### src/rtl/divider_iterative.sv
// Multi-cycle restoring divider: one quotient bit per clock, operand latching, start/finished handshake.
// Optional signed (truncating) division is enabled by defining DIVIDER_SIGNED_EN.
module divider_iterative #(
    parameter int N = 8
) (
    input  logic         i_clock,
    input  logic         i_reset,
    input  logic         i_start,
    input  logic         i_signed,
    input  logic [N-1:0] i_dividend,
    input  logic [N-1:0] i_divisor,
    output logic         o_busy,
    output logic         o_finished,
    output logic [N-1:0] o_quotient,
    output logic [N-1:0] o_remainder,
    output logic         o_div_zero
);

    localparam logic [1:0] S_IDLE   = 2'd0;
    localparam logic [1:0] S_DIVIDE = 2'd1;
    localparam logic [1:0] S_FIXUP  = 2'd2;
    localparam logic [1:0] S_DONE   = 2'd3;

    localparam int            CW     = $clog2(N);
    localparam logic [CW-1:0] LAST   = CW'(N - 1);
    localparam logic [CW-1:0] CNT_1  = CW'(1);
    localparam logic [N-1:0]  ONE    = N'(1);

    logic [1:0]    r_state;
    logic [CW-1:0] r_count;
    logic [N-1:0]  r_dvd_shift;
    logic [N-1:0]  r_dvd_orig;
    logic [N-1:0]  r_divisor;
    logic [N-1:0]  r_partial;
    logic [N-1:0]  r_quot;
    logic          r_sign_q;
    logic          r_sign_r;
    logic          r_zero;
    logic [N-1:0]  r_quotient;
    logic [N-1:0]  r_remainder;
    logic          r_div_zero;

    logic          w_accept;
    logic          w_dvd_neg;
    logic          w_dvs_neg;
    logic [N-1:0]  w_dvd_mag;
    logic [N-1:0]  w_dvs_mag;
    logic [N:0]    w_window;
    logic [N+1:0]  w_trial;
    logic          w_borrow;
    logic [N-1:0]  w_quot_fix;
    logic [N-1:0]  w_rem_fix;

    assign w_accept = i_start && ((r_state == S_IDLE) || (r_state == S_DONE));

`ifdef DIVIDER_SIGNED_EN
    assign w_dvd_neg  = i_signed & i_dividend[N-1];
    assign w_dvs_neg  = i_signed & i_divisor[N-1];
    assign w_dvd_mag  = w_dvd_neg ? (~i_dividend + ONE) : i_dividend;
    assign w_dvs_mag  = w_dvs_neg ? (~i_divisor + ONE) : i_divisor;
    assign w_quot_fix = r_sign_q ? (~r_quot + ONE) : r_quot;
    assign w_rem_fix  = r_sign_r ? (~r_partial + ONE) : r_partial;
`else
    // Unsigned-only build: mode input has no effect, sign flags stay clear.
    assign w_dvd_neg  = i_signed & 1'b0;
    assign w_dvs_neg  = 1'b0;
    assign w_dvd_mag  = i_dividend;
    assign w_dvs_mag  = i_divisor;
    assign w_quot_fix = r_sign_q ? r_quot : r_quot;
    assign w_rem_fix  = r_sign_r ? r_partial : r_partial;
`endif

    // The window keeps the partial remainder's MSB so divisors with their top bit set still work.
    assign w_window = {r_partial, r_dvd_shift[N-1]};
    assign w_trial  = {1'b0, w_window} - {2'b00, r_divisor};
    assign w_borrow = w_trial[N+1];

    always_ff @(posedge i_clock) begin
        if (i_reset) begin
            r_state     <= S_IDLE;
            r_count     <= '0;
            r_dvd_shift <= '0;
            r_dvd_orig  <= '0;
            r_divisor   <= '0;
            r_partial   <= '0;
            r_quot      <= '0;
            r_sign_q    <= 1'b0;
            r_sign_r    <= 1'b0;
            r_zero      <= 1'b0;
            r_quotient  <= '0;
            r_remainder <= '0;
            r_div_zero  <= 1'b0;
        end else begin
            case (r_state)
                S_IDLE, S_DONE: begin
                    if (w_accept) begin
                        r_dvd_shift <= w_dvd_mag;
                        r_dvd_orig  <= i_dividend;
                        r_divisor   <= w_dvs_mag;
                        r_sign_q    <= w_dvd_neg ^ w_dvs_neg;
                        r_sign_r    <= w_dvd_neg;
                        r_zero      <= (i_divisor == '0);
                        r_count     <= '0;
                        r_partial   <= '0;
                        r_quot      <= '0;
                        r_state     <= S_DIVIDE;
                    end else begin
                        r_state     <= S_IDLE;
                    end
                end
                S_DIVIDE: begin
                    r_partial   <= w_borrow ? w_window[N-1:0] : w_trial[N-1:0];
                    r_quot      <= {r_quot[N-2:0], ~w_borrow};
                    r_dvd_shift <= {r_dvd_shift[N-2:0], 1'b0};
                    r_count     <= r_count + CNT_1;
                    if (r_count == LAST) begin
                        r_state <= S_FIXUP;
                    end
                end
                S_FIXUP: begin
                    // Divide-by-zero results bypass sign correction entirely.
                    r_quotient  <= r_zero ? '1 : w_quot_fix;
                    r_remainder <= r_zero ? r_dvd_orig : w_rem_fix;
                    r_div_zero  <= r_zero;
                    r_state     <= S_DONE;
                end
                default: begin
                    r_state <= S_IDLE;
                end
            endcase
        end
    end

    assign o_busy      = (r_state == S_DIVIDE) || (r_state == S_FIXUP);
    assign o_finished  = (r_state == S_DONE);
    assign o_quotient  = r_quotient;
    assign o_remainder = r_remainder;
    assign o_div_zero  = r_div_zero;

endmodule

### config.mk
export PLATFORM = sky130hd
export DESIGN_NAME = divider_iterative
export DESIGN_NICKNAME = d
export VERILOG_FILES = /design/src/rtl/divider_iterative.sv
export SDC_FILE = /design/constraint.sdc
export NUM_CORES = 1
export LEC_CHECK = 0
export ABC_AREA = 1
export CORE_MARGIN = 2
export CORE_UTILIZATION = 55
export CTS_BUF_LIST = sky130_fd_sc_hd__clkbuf_16
export CTS_CLUSTER_SIZE = 25
export DETAILED_ROUTE_END_ITERATION = 12
export GPL_TIMING_DRIVEN = 0
export PLACE_DENSITY = 0.79
export SLEW_MARGIN = 25
export SYNTH_ARGS = -nofsm -noshare
export SYNTH_HDL_FRONTEND = slang
export SYNTH_SLANG_ARGS = --single-unit
export TNS_END_PERCENT = 20
### constraint.sdc
create_clock -name i_clock -period 2.2 [get_ports i_clock]
set_input_delay 0.44 -clock i_clock [delete_from_list [all_inputs] [get_ports i_clock]]
set_output_delay 0.44 -clock i_clock [all_outputs]
set_load 0.005 [all_outputs]
==> results of run 1 <==
## how the worst max path moves through the flow
stage,slack [ns],startpoint,endpoint,depth (start not counted)
3_3_place_gp,0.17,i_start,r_count[1],8
2_1_floorplan,0.61,r_dvd_shift[7],r_partial[4],9
5_1_grt,0.07,r_state[0],o_busy,4
3_5_place_dp,0.13,i_start,r_quot[3],8
4_1_cts,0.02,r_state[0],o_busy,4
6_report,0.14,r_state[0],o_busy,4
## state kept, by name, indices dropped and copies added, names as in the netlist
| register | count |
|---|---|
| o_quotient | 8 |
| o_remainder | 8 |
| r_divisor | 8 |
| r_dvd_orig | 8 |
| r_dvd_shift | 8 |
| r_partial | 8 |
| r_quot | 8 |
| r_count | 3 |
| r_state | 2 |
| o_div_zero | 1 |
| r_zero | 1 |
## logic make-up after synthesis
logic type | share of synthesized area
compound gates | 0.157
xor+xnor | 0.00857
fa+ha+maj | 0.0595
buf+inv | 0.0962
flops | 0.411
simple gates | 0.267
## worst max-delay path, delay by kind of cell (launching register included)
kind / cells / cell delay (ns)
adder cells (fa/ha/maj): 1 / 0.26
flip-flops: 1 / 0.35
buffers and inverters: 3 / 0.69
## routing by layer
metal	GRT usage	part of all wire	vias to the layer above
li1	-	-	1476
met1	0.319	0.45	1294
met2	0.431	0.48	74
met3	0.0494	0.053	12
met4	0.0930	0.015	0
met5	0	0	-
## power breakdown
group,internal (mW),switching (mW),total [mW]
registers,1.38,0.137,1.52
logic,0.800,1.31,2.11
clock network,0.730,0.452,1.18
total,2.91,1.90,4.81
## layout make-up
| type | count | area (µm²) | area share |
|---|---|---|---|
| Clock buffer | 9 | 225 | 0.0595 |
| Inverter | 53 | 199 | 0.0525 |
| Timing Repair Buffer | 37 | 368 | 0.0971 |
| Multi-Input combinational cell | 285 | 1520 | 0.402 |
| Clock inverter | 6 | 23.8 | 0.00628 |
| Sequential cell | 63 | 1260 | 0.333 |
| Tap cell | 72 | 90.1 | 0.0238 |
| Buffer | 20 | 96.3 | 0.0254 |
## per-stage QoR
step	instance area, µm²	utilization	setup WS, ns	instances	power (mW)
floorplan	3070	-	0.608	421	2.96
global placement	3520	0.647	0.171	529	3.50
detailed placement	3520	0.647	0.133	529	3.55
CTS	3770	0.693	0.0240	544	4.74
global route	3790	0.696	0.0685	545	5.14
finish	3790	0.696	0.136	545	4.81
## cells in the mapped netlist
library cell	instances	area, µm²
nand2_1	118	443
dfxtp_1	63	1260
inv_1	50	188
a21oi_1	34	170
nand3_1	25	125
o21ai_0	23	115
nor2_1	21	78.8
o211ai_1	14	105
ha_1	13	163
clkbuf_1	11	41.3
nand4_1	9	56.3
a31oi_1	7	43.8
buf_2	5	25.0
nand2_2	4	25.0
xor2_1	3	26.3
a21oi_4	2	32.5
buf_4	2	15.0
inv_2	2	7.51
nand3_4	2	35.0
nor2_4	2	22.5
nor4_1	2	12.5
a211oi_1	1	7.51
a221oi_1	1	8.76
buf_1	1	3.75
buf_6	1	11.3
clkinv_1	1	3.75
fa_1	1	20.0
nor2_2	1	6.26
or2_2	1	6.26
or2_4	1	8.76
## cells in the final DEF (no fill, tap or decap), types with 2 or more instances in the layout
cell and n:
nand3_4 2, a21oi_1 34, clkdlybuf4s50_1 36, o211ai_1 14, nand2_2 4, nor2_4 2, ha_1 12, nand4_1 9
clkbuf_16 9, nand2_1 118, a31oi_1 7, o21ai_0 23, clkinv_1 2, inv_1 53, nor4_1 2, dfxtp_1 63
xor2_1 3, buf_2 5, inv_2 3, a21oi_4 2, buf_4 3, nor2_1 21, clkbuf_1 11, nand3_1 25
## timing repair
| action | in CTS | in global routing |
|---|---|---|
| endpoints found under the hold margin | 0 | 0 |
| setup buffers | 0 | 1 |
| setup endpoints to repair | 1 | 1 |
| resized for setup | 1 | 1 |
| hold buffers | 0 | 0 |
==> reports/results.ini, run 1 <==
[critical_path]
cpMaxStageDelayCell=clkdlybuf4s50_1
crit_chain=inv_1, ha_4, inv_2, clkdlybuf4s50_1
cp_max_fo=4
reg2regPathDepth=9
critical_path_class=flop to primary output
endpoint_kind=primary output
crit_path_start_kind=flop
worstPathRequired_ns=1.76
worstPathArrival_ns=1.62
reg2reg_from=r_state[0]
cpPeakStageDelay_ns=0.51
rrSetupSlack_ns=0.31
r2r_end=r_quot[3]

[cts]
numCtsBuffers=9
path_clk_slew_ns=0.05
clockRootBuffer=clkbuf_16
insertion_delay_ns=0.32
htree_levels=3
cts_tree=built
cts_buffer_depth=2
clock-sinks=63

[layout]
nNetsFinal=503
antenna_cells=0
syn_to_final_growth_pct=23.5
drive_gt1_frac=0.0761
fillers=457

[timing]
hold_violations=0
worstMarginPinSlew_ns=0.566
hold_ws_ns=0.459
grt_setup_unrepaired=false
fin_tns_setup_ns=0
skew_ns=0.00506
finalCriticalPeriod_ns=2.06
setup_viol=0
max_freq_ghz=0.485
drv_slew=0
slew-limit-headroom=0.623
fin_crit_sh=0.938

[floorplanning]
start_util=0.564
die_h_um=78.7
num_rows=27
io_pins=39
dieArea_um2=6190
die_w_um=78.7
core_um2=5440

[placed_design]
gp_congestion=0.825
dp_hpwl_um=5500
io_buffers=36

[worst_hold_path]
whs_path_depth=2
hold_start=i_reset
hold_class=primary input to flop
hold_end=r_quot[1]

[global_route]
grtUsageTotal=0.254
grt_pass1_vias=2689
antenna_found_initial=0
grt_max_degree=11
grt_first_pass_wirelength_um=12200
grt_overflow=0

[detailed_routing]
via_count=2856
wl_um=7460
wl_per_cell_um=13.7
via_per_inst=5.24
drtIter0Drc=188
first_pass_iters=4
drcViolationCount=0
ant_nets=0

[synthesis]
synth_cells=421
ys_warn_count=0
yosysSeqAreaShare=0.411
synthesis.nets=455
synth_area_um2=3070
avgSynthCellArea_um2=7.29
synth_cell_type_count=30
ys_ff_latch=63

[pwr]
ir_worst_vdd_v=0.000862
p_per_area_nw_per_um2=1270
leakagePower_nw=1.68

[status]
status=complete, no violations

[job]
drv_cap=0

Note: power is estimated with default switching activity, not from simulation.
==> inputs of run 2 (changes only) <==
PLACE_DENSITY = 0.85   (was 0.79)
clock period = 2.04 ns   (was 2.2 ns; I/O delays follow)
==> reports/results.ini, run 2 (synthesis results as in run 1) <==
[timing]
hold_ws_ns=0.418  ; was 0.459 ns
max_freq_ghz=0.526
drv_slew=0  ; unchanged
slew-limit-headroom=0.601  ; was 0.623
setup_viol=0  ; unchanged
grt_setup_unrepaired=false  ; unchanged
worstMarginPinSlew_ns=0.598  ; was 0.566 ns
fin_ws_ns=0.139  ; was 0.136 ns
fin_crit_sh=0.932
hold_violations=0  ; unchanged
finalCriticalPeriod_ns=1.90
skew_ns=0.00448  ; was 0.00506 ns

[cts]
insertion_delay_ns=0.33  ; was 0.32 ns
cts_buffer_depth=2  ; unchanged
clock-sinks=63  ; unchanged
cts_tree=built  ; unchanged
htree_levels=3  ; unchanged
clockRootBuffer=clkbuf_16  ; unchanged
numCtsBuffers=9  ; unchanged
path_clk_slew_ns=0.05  ; about the same
post_cts_buffers=0  ; unchanged

[detailed_routing]
drcViolationCount=0  ; unchanged
wl_um=7600  ; was 7460 µm
drtIter0Drc=187  ; was 188
via_per_inst=5.38  ; was 5.24
via_count=2923  ; was 2856
ant_nets=0  ; unchanged
wl_per_cell_um=14.0  ; was 13.7 µm
first_pass_iters=5  ; was 4

[critical_path]
worstPathArrival_ns=2.08  ; was 1.62 ns
cp_max_fo=4  ; unchanged
worstPathRequired_ns=2.22  ; was 1.76 ns
crit_path_start_kind=flop  ; unchanged
critical_path_class=flop to flop  ; was flop to primary output
endpoint_kind=flop  ; was primary output

[layout]
most-common-layout-cells=nand2_1 (118), dfxtp_1 (62), inv_1 (51)  ; was nand2_1 (118), dfxtp_1 (63), inv_1 (53)
fillers=437  ; was 457
nNetsFinal=502  ; was 503
drive_gt1_frac=0.0764  ; was 0.0761
final_common_cell=nand2_1  ; unchanged
syn_to_final_growth_pct=23.2  ; was 23.5%
utilization=0.695  ; was 0.696
fin_cells=543  ; was 545
antenna_cells=0  ; unchanged
stdcell_area_um2=3780  ; was 3790 µm²

[global_route]
grtUsageTotal=0.265  ; was 0.254
grt_first_pass_wirelength_um=12600  ; was 12200 µm
grt_overflow=0  ; unchanged
grt.busiest_layer=met2  ; unchanged
antenna_found_initial=0  ; unchanged
met1_usage=0.314  ; was 0.319
grtUsageMet2=0.469  ; was 0.431
grt_max_degree=11  ; unchanged
grt_pass1_vias=2772  ; was 2689
grt_util_met3=0.0483  ; was 0.0494

[job]
drv_cap=0  ; unchanged

[placed_design]
io_buffers=36  ; unchanged
dp_cells=529  ; unchanged
dp_hpwl_um=5480  ; was 5500 µm
gp_congestion=0.901  ; was 0.825
place_area_um2=3520  ; unchanged
dpl_worst_slack_ns=-0.00241  ; was 0.133 ns

[floorplanning]
dieArea_um2=6190  ; unchanged
die_h_um=78.7  ; unchanged
num_rows=27  ; unchanged
io_pins=39  ; unchanged
start_util=0.564  ; unchanged
core_um2=5440  ; unchanged
die_w_um=78.7  ; unchanged

[pwr]
p_per_area_nw_per_um2=1370  ; was 1270 nW/µm²
ir_worst_vdd_v=0.00116  ; was 0.000862 V
leakagePower_nw=1.68  ; about the same

[status]
status=complete, no violations  ; unchanged

[worst_hold_path]
hold_class=primary input to flop  ; unchanged

-- run 2: metal layers --
metal  wire length (µm)  vias to the layer above  share of wire
li1                   -                     1476              -
met1               3240                     1356           0.43
met2               3860                       74           0.51
met3                327                       17          0.043
met4                173                        0          0.023
met5                  0                        -              0
-- run 2: worst paths after layout --
path                        from            to  slack [ns]  cells past startpoint
setup / recovery  r_dvd_shift[7]  r_partial[4]        0.14                      9
hold / removal           i_reset     r_quot[1]        0.42                      2
setup reg to reg  r_dvd_shift[7]  r_partial[4]        0.14                      9
hold reg to reg       o_div_zero    o_div_zero        0.47                      2
-- run 2: final cells by class --
| type | count | area (µm²) | area share |
|---|---|---|---|
| Sequential cell | 63 | 1260 | 0.334 |
| Inverter | 53 | 199 | 0.0526 |
| Clock buffer | 9 | 225 | 0.0596 |
| Timing Repair Buffer | 36 | 363 | 0.0960 |
| Clock inverter | 5 | 20.0 | 0.00530 |
| Buffer | 20 | 96.3 | 0.0255 |
| Multi-Input combinational cell | 285 | 1520 | 0.403 |
| Tap cell | 72 | 90.1 | 0.0238 |
-- run 2: per-stage QoR --
step / setup TNS [ns] / total power [mW]
after floorplan: 0 / 3.20
after global placement: 0 / 3.75
after detailed placement: -0.00241 / 3.82
after CTS: 0 / 5.15
after global routing: 0 / 5.49
final: 0 / 5.16
-- run 2: critical path, cell delays in order (launching register included) --
cell and delay (ns):
dfxtp_1 0.34, inv_1 0.07, ha_1 0.15, inv_1 0.10
fa_1 0.46, a21oi_1 0.23, xor2_1 0.18, nand2_1 0.08
nand3_1 0.07, a21oi_1 0.07
-- run 2: power breakdown --
group,internal [mW],leakage [nW],switching [mW]
sequential,1.49,0.515,0.144
combinational,0.835,1.04,1.41
clock,0.785,0.129,0.492
-- run 2: timing repair --
item / 4_1_cts / 5_1_grt
hold endpoints to repair: 0 / 0
hold buffers: 0 / 0
setup endpoints to repair: 1 / 1
resized for setup: 3 / 1
